$ cat src/rtl/st2cl_pkg.sv
// Shared head layout, default widths and head builder for the symbol-to-cache-line packer.
package st2cl_pkg;

    localparam int unsigned DEF_CL         = 512;
    localparam int unsigned DEF_CL_HEAD    = 16;
    localparam int unsigned DEF_CL_PAYLOAD = 496;
    localparam int unsigned DEF_ST2        = 8;

    localparam int unsigned LEN_W   = 10;
    localparam int unsigned SEQ_W   = 4;
    localparam int unsigned LEN_LSB = 0;
    localparam int unsigned SOP_BIT = 10;
    localparam int unsigned EOP_BIT = 11;
    localparam int unsigned SEQ_LSB = 12;

    typedef struct packed {
        logic [SEQ_W-1:0] seq;
        logic             eop;
        logic             sop;
        logic [LEN_W-1:0] len;
    } cl_head_t;

    function automatic cl_head_t build_head(
        input logic [LEN_W-1:0] len,
        input logic             sop,
        input logic             eop,
        input logic [SEQ_W-1:0] seq
    );
        cl_head_t h;
        h.len = len;
        h.sop = sop;
        h.eop = eop;
        h.seq = seq;
        return h;
    endfunction

endpackage

$ cat src/rtl/st2cl_pack_buf.sv
// Payload insert register and symbol count; exposes the line as it would look after this cycle's insert.
module st2cl_pack_buf #(
    parameter int unsigned       ST2        = 8,
    parameter int unsigned       CL_PAYLOAD = 496,
    parameter int unsigned       W_LEN      = 10,
    parameter logic [W_LEN-1:0]  MAX_SYM    = 10'd41
) (
    input  logic                  clk,
    input  logic                  rst,
    input  logic                  ins,
    input  logic                  clr,
    input  logic [ST2-1:0]        din,
    output logic [W_LEN-1:0]      cnt,
    output logic [W_LEN-1:0]      len_c,
    output logic [CL_PAYLOAD-1:0] line_c,
    output logic                  full_c
);

    localparam int unsigned SLOTS = CL_PAYLOAD / ST2;

    logic [CL_PAYLOAD-1:0] payload;

    // Place the incoming symbol at slot cnt; unused slots stay zero.
    always_comb begin
        line_c = payload;
        for (int k = 0; k < int'(SLOTS); k++) begin
            if (ins && (cnt == W_LEN'(k))) begin
                line_c[k*ST2 +: ST2] = din;
            end
        end
    end

    assign len_c  = cnt + W_LEN'(ins);
    assign full_c = (len_c == MAX_SYM);

    always_ff @(posedge clk or posedge rst) begin
        if (rst) begin
            payload <= '0;
            cnt     <= '0;
        end else if (clr) begin
            payload <= '0;
            cnt     <= '0;
        end else if (ins) begin
            payload <= line_c;
            cnt     <= len_c;
        end
    end

endmodule

$ cat src/rtl/st2cl_after_afu.sv
// Packs the framed AFU symbol stream into cache lines for the host-write FIFO.
// Define ST2CL_FRMSEQ_EN to carry a 4-bit frame sequence number in head bits 15:12.
module st2cl_after_afu
    import st2cl_pkg::*;
#(
    parameter int unsigned              CL              = DEF_CL,
    parameter int unsigned              CL_HEAD         = DEF_CL_HEAD,
    parameter int unsigned              CL_PAYLOAD      = DEF_CL_PAYLOAD,
    parameter int unsigned              ST2             = DEF_ST2,
    parameter int unsigned              w_len_CLHead    = LEN_W,
    parameter logic [w_len_CLHead-1:0]  MaxNumOfST_inCL = 10'd41
) (
    input  logic           clk,
    input  logic           rst,
    output logic           sink_ready,
    input  logic [ST2-1:0] sink_data,
    input  logic           sink_valid,
    input  logic           sink_sop,
    input  logic           sink_eop,
    input  logic           source_ready,
    output logic           ff_wrreq,
    output logic [CL-1:0]  ff_data,
    output logic           ff_wr_finish
);

    logic [w_len_CLHead-1:0] cnt;
    logic [w_len_CLHead-1:0] len_c;
    logic [CL_PAYLOAD-1:0]   line_c;
    logic                    full_c;
    logic                    split_c;
    logic                    accept_c;
    logic                    close_c;
    logic                    eop_c;
    logic                    sop_c;
    logic [SEQ_W-1:0]        seq_c;
    cl_head_t                head_c;

    logic out_valid;
    logic pending;
    logic line_sop;

    st2cl_pack_buf #(
        .ST2        (ST2),
        .CL_PAYLOAD (CL_PAYLOAD),
        .W_LEN      (w_len_CLHead),
        .MAX_SYM    (MaxNumOfST_inCL)
    ) u_buf (
        .clk    (clk),
        .rst    (rst),
        .ins    (accept_c),
        .clr    (close_c),
        .din    (sink_data),
        .cnt    (cnt),
        .len_c  (len_c),
        .line_c (line_c),
        .full_c (full_c)
    );

    // A sop landing on a partial line stalls one cycle while the old line closes without eop.
    assign split_c    = sink_valid & sink_sop & (cnt != '0);
    assign sink_ready = source_ready & ~pending & ~split_c;
    assign accept_c   = sink_valid & sink_ready;
    assign eop_c      = accept_c & sink_eop;
    assign close_c    = (accept_c & (sink_eop | full_c)) | (split_c & source_ready & ~pending);
    assign sop_c      = (cnt == '0) ? (accept_c & sink_sop) : line_sop;

`ifdef ST2CL_FRMSEQ_EN
    logic [SEQ_W-1:0] seq;

    always_ff @(posedge clk or posedge rst) begin
        if (rst) begin
            seq <= '0;
        end else if (eop_c) begin
            seq <= seq + SEQ_W'(1);
        end
    end

    assign seq_c = seq;
`else
    assign seq_c = '0;
`endif

    assign head_c = build_head(LEN_W'(len_c), sop_c, eop_c, seq_c);

    // A held line goes out on the first cycle the FIFO can take it.
    assign ff_wrreq     = out_valid & source_ready;
    assign ff_wr_finish = ff_wrreq & ff_data[CL_PAYLOAD + EOP_BIT];

    always_ff @(posedge clk or posedge rst) begin
        if (rst) begin
            ff_data   <= '0;
            out_valid <= 1'b0;
            pending   <= 1'b0;
            line_sop  <= 1'b0;
        end else begin
            pending <= out_valid & ~source_ready;
            if (close_c) begin
                ff_data   <= {CL_HEAD'(head_c), line_c};
                out_valid <= 1'b1;
            end else if (source_ready) begin
                out_valid <= 1'b0;
            end
            if (close_c) begin
                line_sop <= 1'b0;
            end else if (accept_c && (cnt == '0)) begin
                line_sop <= sink_sop;
            end
        end
    end

endmodule

$ cat config.mk
export PLATFORM = sky130hd
export DESIGN_NAME = st2cl_after_afu
export DESIGN_NICKNAME = d
export VERILOG_FILES = /design/src/rtl/st2cl_pkg.sv /design/src/rtl/st2cl_pack_buf.sv /design/src/rtl/st2cl_after_afu.sv
export SDC_FILE = /design/constraint.sdc
export NUM_CORES = 2
export LEC_CHECK = 0
export BUFFER_PORTS_ARGS = -buffer_cell sky130_fd_sc_hd__buf_2
export CORE_ASPECT_RATIO = 0.9
export CORE_MARGIN = 4
export CORE_UTILIZATION = 41
export CTS_BUF_LIST = sky130_fd_sc_hd__clkbuf_8
export DETAILED_ROUTE_END_ITERATION = 10
export PLACE_DENSITY = 0.6
export SYNTH_ARGS = -nofsm -noshare
export SYNTH_HDL_FRONTEND = slang
export SYNTH_HIERARCHICAL = 1
export SYNTH_SLANG_ARGS = --single-unit
export TNS_END_PERCENT = 100
$ cat constraint.sdc
create_clock -name clk -period 17.3 [get_ports clk]
set_input_delay 1.73 -clock clk [delete_from_list [all_inputs] [get_ports clk]]
set_output_delay 1.73 -clock clk [all_outputs]
set_load 0.03 [all_outputs]
==> results.md <==
| Result | This run | Unit |
|---|---|---|
| Outcome | finished clean | - |
| Power per cell area | 99.1 | nW/um^2 |
| Vias per inst | 4.90 | - |
| Total routing resource utilization after global routing | 19.8 | % |
| Longest Clk Path Bufs | 3 | - |
| Distinct cells, synth | 48 | - |
| Startpoint type of the worst setup path | primary input | - |
| Post CTS Setup Buffer Count | 0 | - |
| TritonCTS clock tree | built | - |
| Port Buffers | 524 | - |
| Worst slack, placed | 9.52 | ns |
| Average cell area after synthesis | 15.7 | um^2 |
| Path depth of the worst reg2reg path | 14 | - |
| Hold Path Depth | 1 | - |
| Overall die width | 358 | um |
| Hold Path Class | reg -> reg | - |
| Total detailed-routing wirelength | 115000 | um |
| Ratio of final minimum period to clock period | 40.4 | % |
| Effective utilization at floorplan | 41.4 | % |
| Final standard cell count with taps included and fillers excluded | 5021 | - |
| Design area | 51900 | um^2 |
| Growth of design area from synthesis to finish | 14.6 | % |
| Top cells by count, synth | 1017 x sky130_fd_sc_hd__dfrtp_1, 506 x sky130_fd_sc_hd__mux2_2, 502 x sky130_fd_sc_hd__nor2b_1 | - |
| Min Clock Period, post-route | 6.99 | ns |
| Crit-path max FO | 168 | - |
| Count of flip-flops with a built-in enable after synthesis | 0 | - |
| Cell area after synthesis | 45200 | um^2 |
| Total overflow reported by the global router | 0 | - |
| DRC violation total after the first TritonRoute iteration | 1545 | - |
| Hold Worst Slack | 0.502 | ns |
| Slew @ Worst Pin | 1.10 | ns |
| Detail Route Antenna Nets | 0 | - |
| Kind of capture point of the worst setup path | flip-flop | - |
| Fin worst setup slack | 10.31 | ns |
| Pins over their slew limit | 0 | - |
| Synth Instances | 2890 | - |
| Library cell occupying the most area in the post-synthesis netlist | sky130_fd_sc_hd__dfrtp_1 | - |
| Share of cells above drive strength 1 | 52.9 | % |
| Router iterations before antenna repair | 5 | - |
| Cell row count | 115 | - |
| Yosys warning count | 6 | - |
| Mean routed wirelength per cell | 22.9 | um |
| Core Region | 109000 | um^2 |
| Crit path required time | 17.99 | ns |
| Maximum level of the CTS H-tree | 4 | - |
| Synth top area share | 56.2 | % |
| Most area-consuming cells after synthesis | sky130_fd_sc_hd__dfrtp_1 56%, sky130_fd_sc_hd__mux2_4 16%, sky130_fd_sc_hd__mux2_2 13% | - |
| Setup TNS | 0 | ns |
| Clock sink count | 1017 | - |
| First-pass GRT wire length | 172000 | um |
| Quantity of gates resized following cts | 0 | - |
| DRC errors left | 0 | - |
| Worst-case headroom to the max-slew limit | 26.4 | % |
| Critical path arrival | 7.68 | ns |
| Main flop type after synthesis | sky130_fd_sc_hd__dfrtp_1 | - |
| Die area | 116000 | um^2 |
| Clock-pin transition on the worst setup and hold timing paths | 0.05 | ns |
| Number of antenna violations at the first check in global routing | 6 | - |
| Clock Skew | 0.0365 | ns |
| Placed standard-cell area | 48400 | um^2 |
| Height of the chip | 323 | um |
| Later-pin clock latency in the skew report | 0.83 | ns |
| Total instance count after detailed placement | 4713 | - |
| Setup-failing EPs final | 0 | - |
| Portion of the post-synthesis area used by sequential elements | 56.2 | % |
| Share of synthesized flip-flops with an asynchronous set or reset | 100 | % |
| Setup repair after global routing missed its margin | no | - |
| Seq cells post-synth | 1017 | - |
| Clk root buf | sky130_fd_sc_hd__clkbuf_8 | - |
| Vias in the first global route | 25700 | - |
| Routability Congestion | 0.750 | - |
| Maximum number of pins on one net before global-route repair | 169 | - |
| Pleak | 28.1 | nW |
| Final hold vios | 0 | - |
| I/O pins | 529 | - |
| DR vias | 24600 | - |
| Cell with the most instances after synthesis | sky130_fd_sc_hd__dfrtp_1 | - |
| HPWL reported at the end of detailed placement | 69300 | um |
| Top achievable clock speed | 0.143 | GHz |
| Max Cap Violations | 0 | - |
| Clock buffer count from CTS | 174 | - |
| Category of the most critical setup path | in -> reg | - |
| Tot Pwr | 5.14 | mW |
| Layout net count | 3444 | - |
| Final design utilization | 47.4 | % |
| Peak supply drop | 0.0000638 | V |
| Total of hold buffers inserted after clock tree synthesis | 0 | - |
where the power goes:
group	leakage [nW]	total, mW	internal (mW)	switching [mW]
combinational	11.9	0.513	0.154	0.360
sequential	14.2	2.47	2.43	0.0388
clock	2.00	2.16	1.17	0.989
worst max-delay path, stage by stage:
cell and delay (ns):
sky130_fd_sc_hd__buf_2 0.18, sky130_fd_sc_hd__and3b_1 0.26, sky130_fd_sc_hd__nor2b_1 0.78, sky130_fd_sc_hd__ha_1 0.29
sky130_fd_sc_hd__ha_1 0.27, sky130_fd_sc_hd__nand3_1 0.20, sky130_fd_sc_hd__nor3_1 0.30, sky130_fd_sc_hd__xor2_1 0.13
sky130_fd_sc_hd__nor4_1 0.43, sky130_fd_sc_hd__o31a_2 0.23, sky130_fd_sc_hd__buf_4 0.78, sky130_fd_sc_hd__buf_12 0.69
sky130_fd_sc_hd__buf_12 0.73, sky130_fd_sc_hd__mux2_4 0.35
area by class of cell:
class / instances / area (um^2)
Antenna cell: 6 / 15.0
Clock buffer: 217 / 2990
Clock inverter: 85 / 470
Fill cell: 9766 / 57500
Inverter: 4 / 30.0
Multi-Input combinational cell: 1665 / 18000
Sequential cell: 1017 / 25400
Tap cell: 1462 / 1830
Timing Repair Buffer: 565 / 3040
placed cells by master, fill, tap and decap left out, types with 22 or more instances in the layout:
cell and count:
sky130_fd_sc_hd__dfrtp_1 1017, sky130_fd_sc_hd__buf_2 516, sky130_fd_sc_hd__mux2_2 506, sky130_fd_sc_hd__nor2b_1 498
sky130_fd_sc_hd__mux2_4 497, sky130_fd_sc_hd__clkbuf_8 217, sky130_fd_sc_hd__inv_1 63, sky130_fd_sc_hd__buf_4 42
sky130_fd_sc_hd__nand4_4 30, sky130_fd_sc_hd__nand4_2 22
state kept, by name (all words and copies together), names as in the netlist:
signal / flops
out_valid: 1
u_buf/cnt: 10
ff_data: 508
pending: 1
u_buf/payload: 496
line_sop: 1
metal layers:
metal  vias to the layer above  routed length (um)  track usage, %
met1                     12900               55300            28.8
met5                         -                   0               0
met4                         0                2130            5.09
li1                      11000                   -               -
met3                       144                5600            4.50
met2                       563               52200            30.0
logic make-up (layout without fill, tap and decap cells):
family / after synthesis / in the layout / share of synthesized area [%]
mux: 1007 / 1007 / 29.2
simple gates: 628 / 628 / 10.1
compound gates: 9 / 9 / 0.138
other cells: 1 / 10 / 0.00829
xor+xnor: 14 / 14 / 0.271
fa+ha+maj: 3 / 3 / 0.0830
flops: 1017 / 1017 / 56.2
buf+inv: 211 / 871 / 3.99
final timing paths:
kind / startpoint / end / slack [ns]
max: source_ready / ff_data[342]$_DFFE_PP0P_ / 10.31
min: ff_data[135]$_DFFE_PP0P_ / ff_data[135]$_DFFE_PP0P_ / 0.50
max reg2reg: u_buf/cnt[6]$_DFFE_PP0P_ / ff_data[342]$_DFFE_PP0P_ / 10.43
min reg2reg: ff_data[135]$_DFFE_PP0P_ / ff_data[135]$_DFFE_PP0P_ / 0.50
max in group asynchronous: rst / ff_data[410]$_DFFE_PP0P_ / 12.66
min in group asynchronous: rst / u_buf/payload[92]$_DFFE_PP0P_ / 1.04
Note: power is estimated with default switching activity, not from simulation.
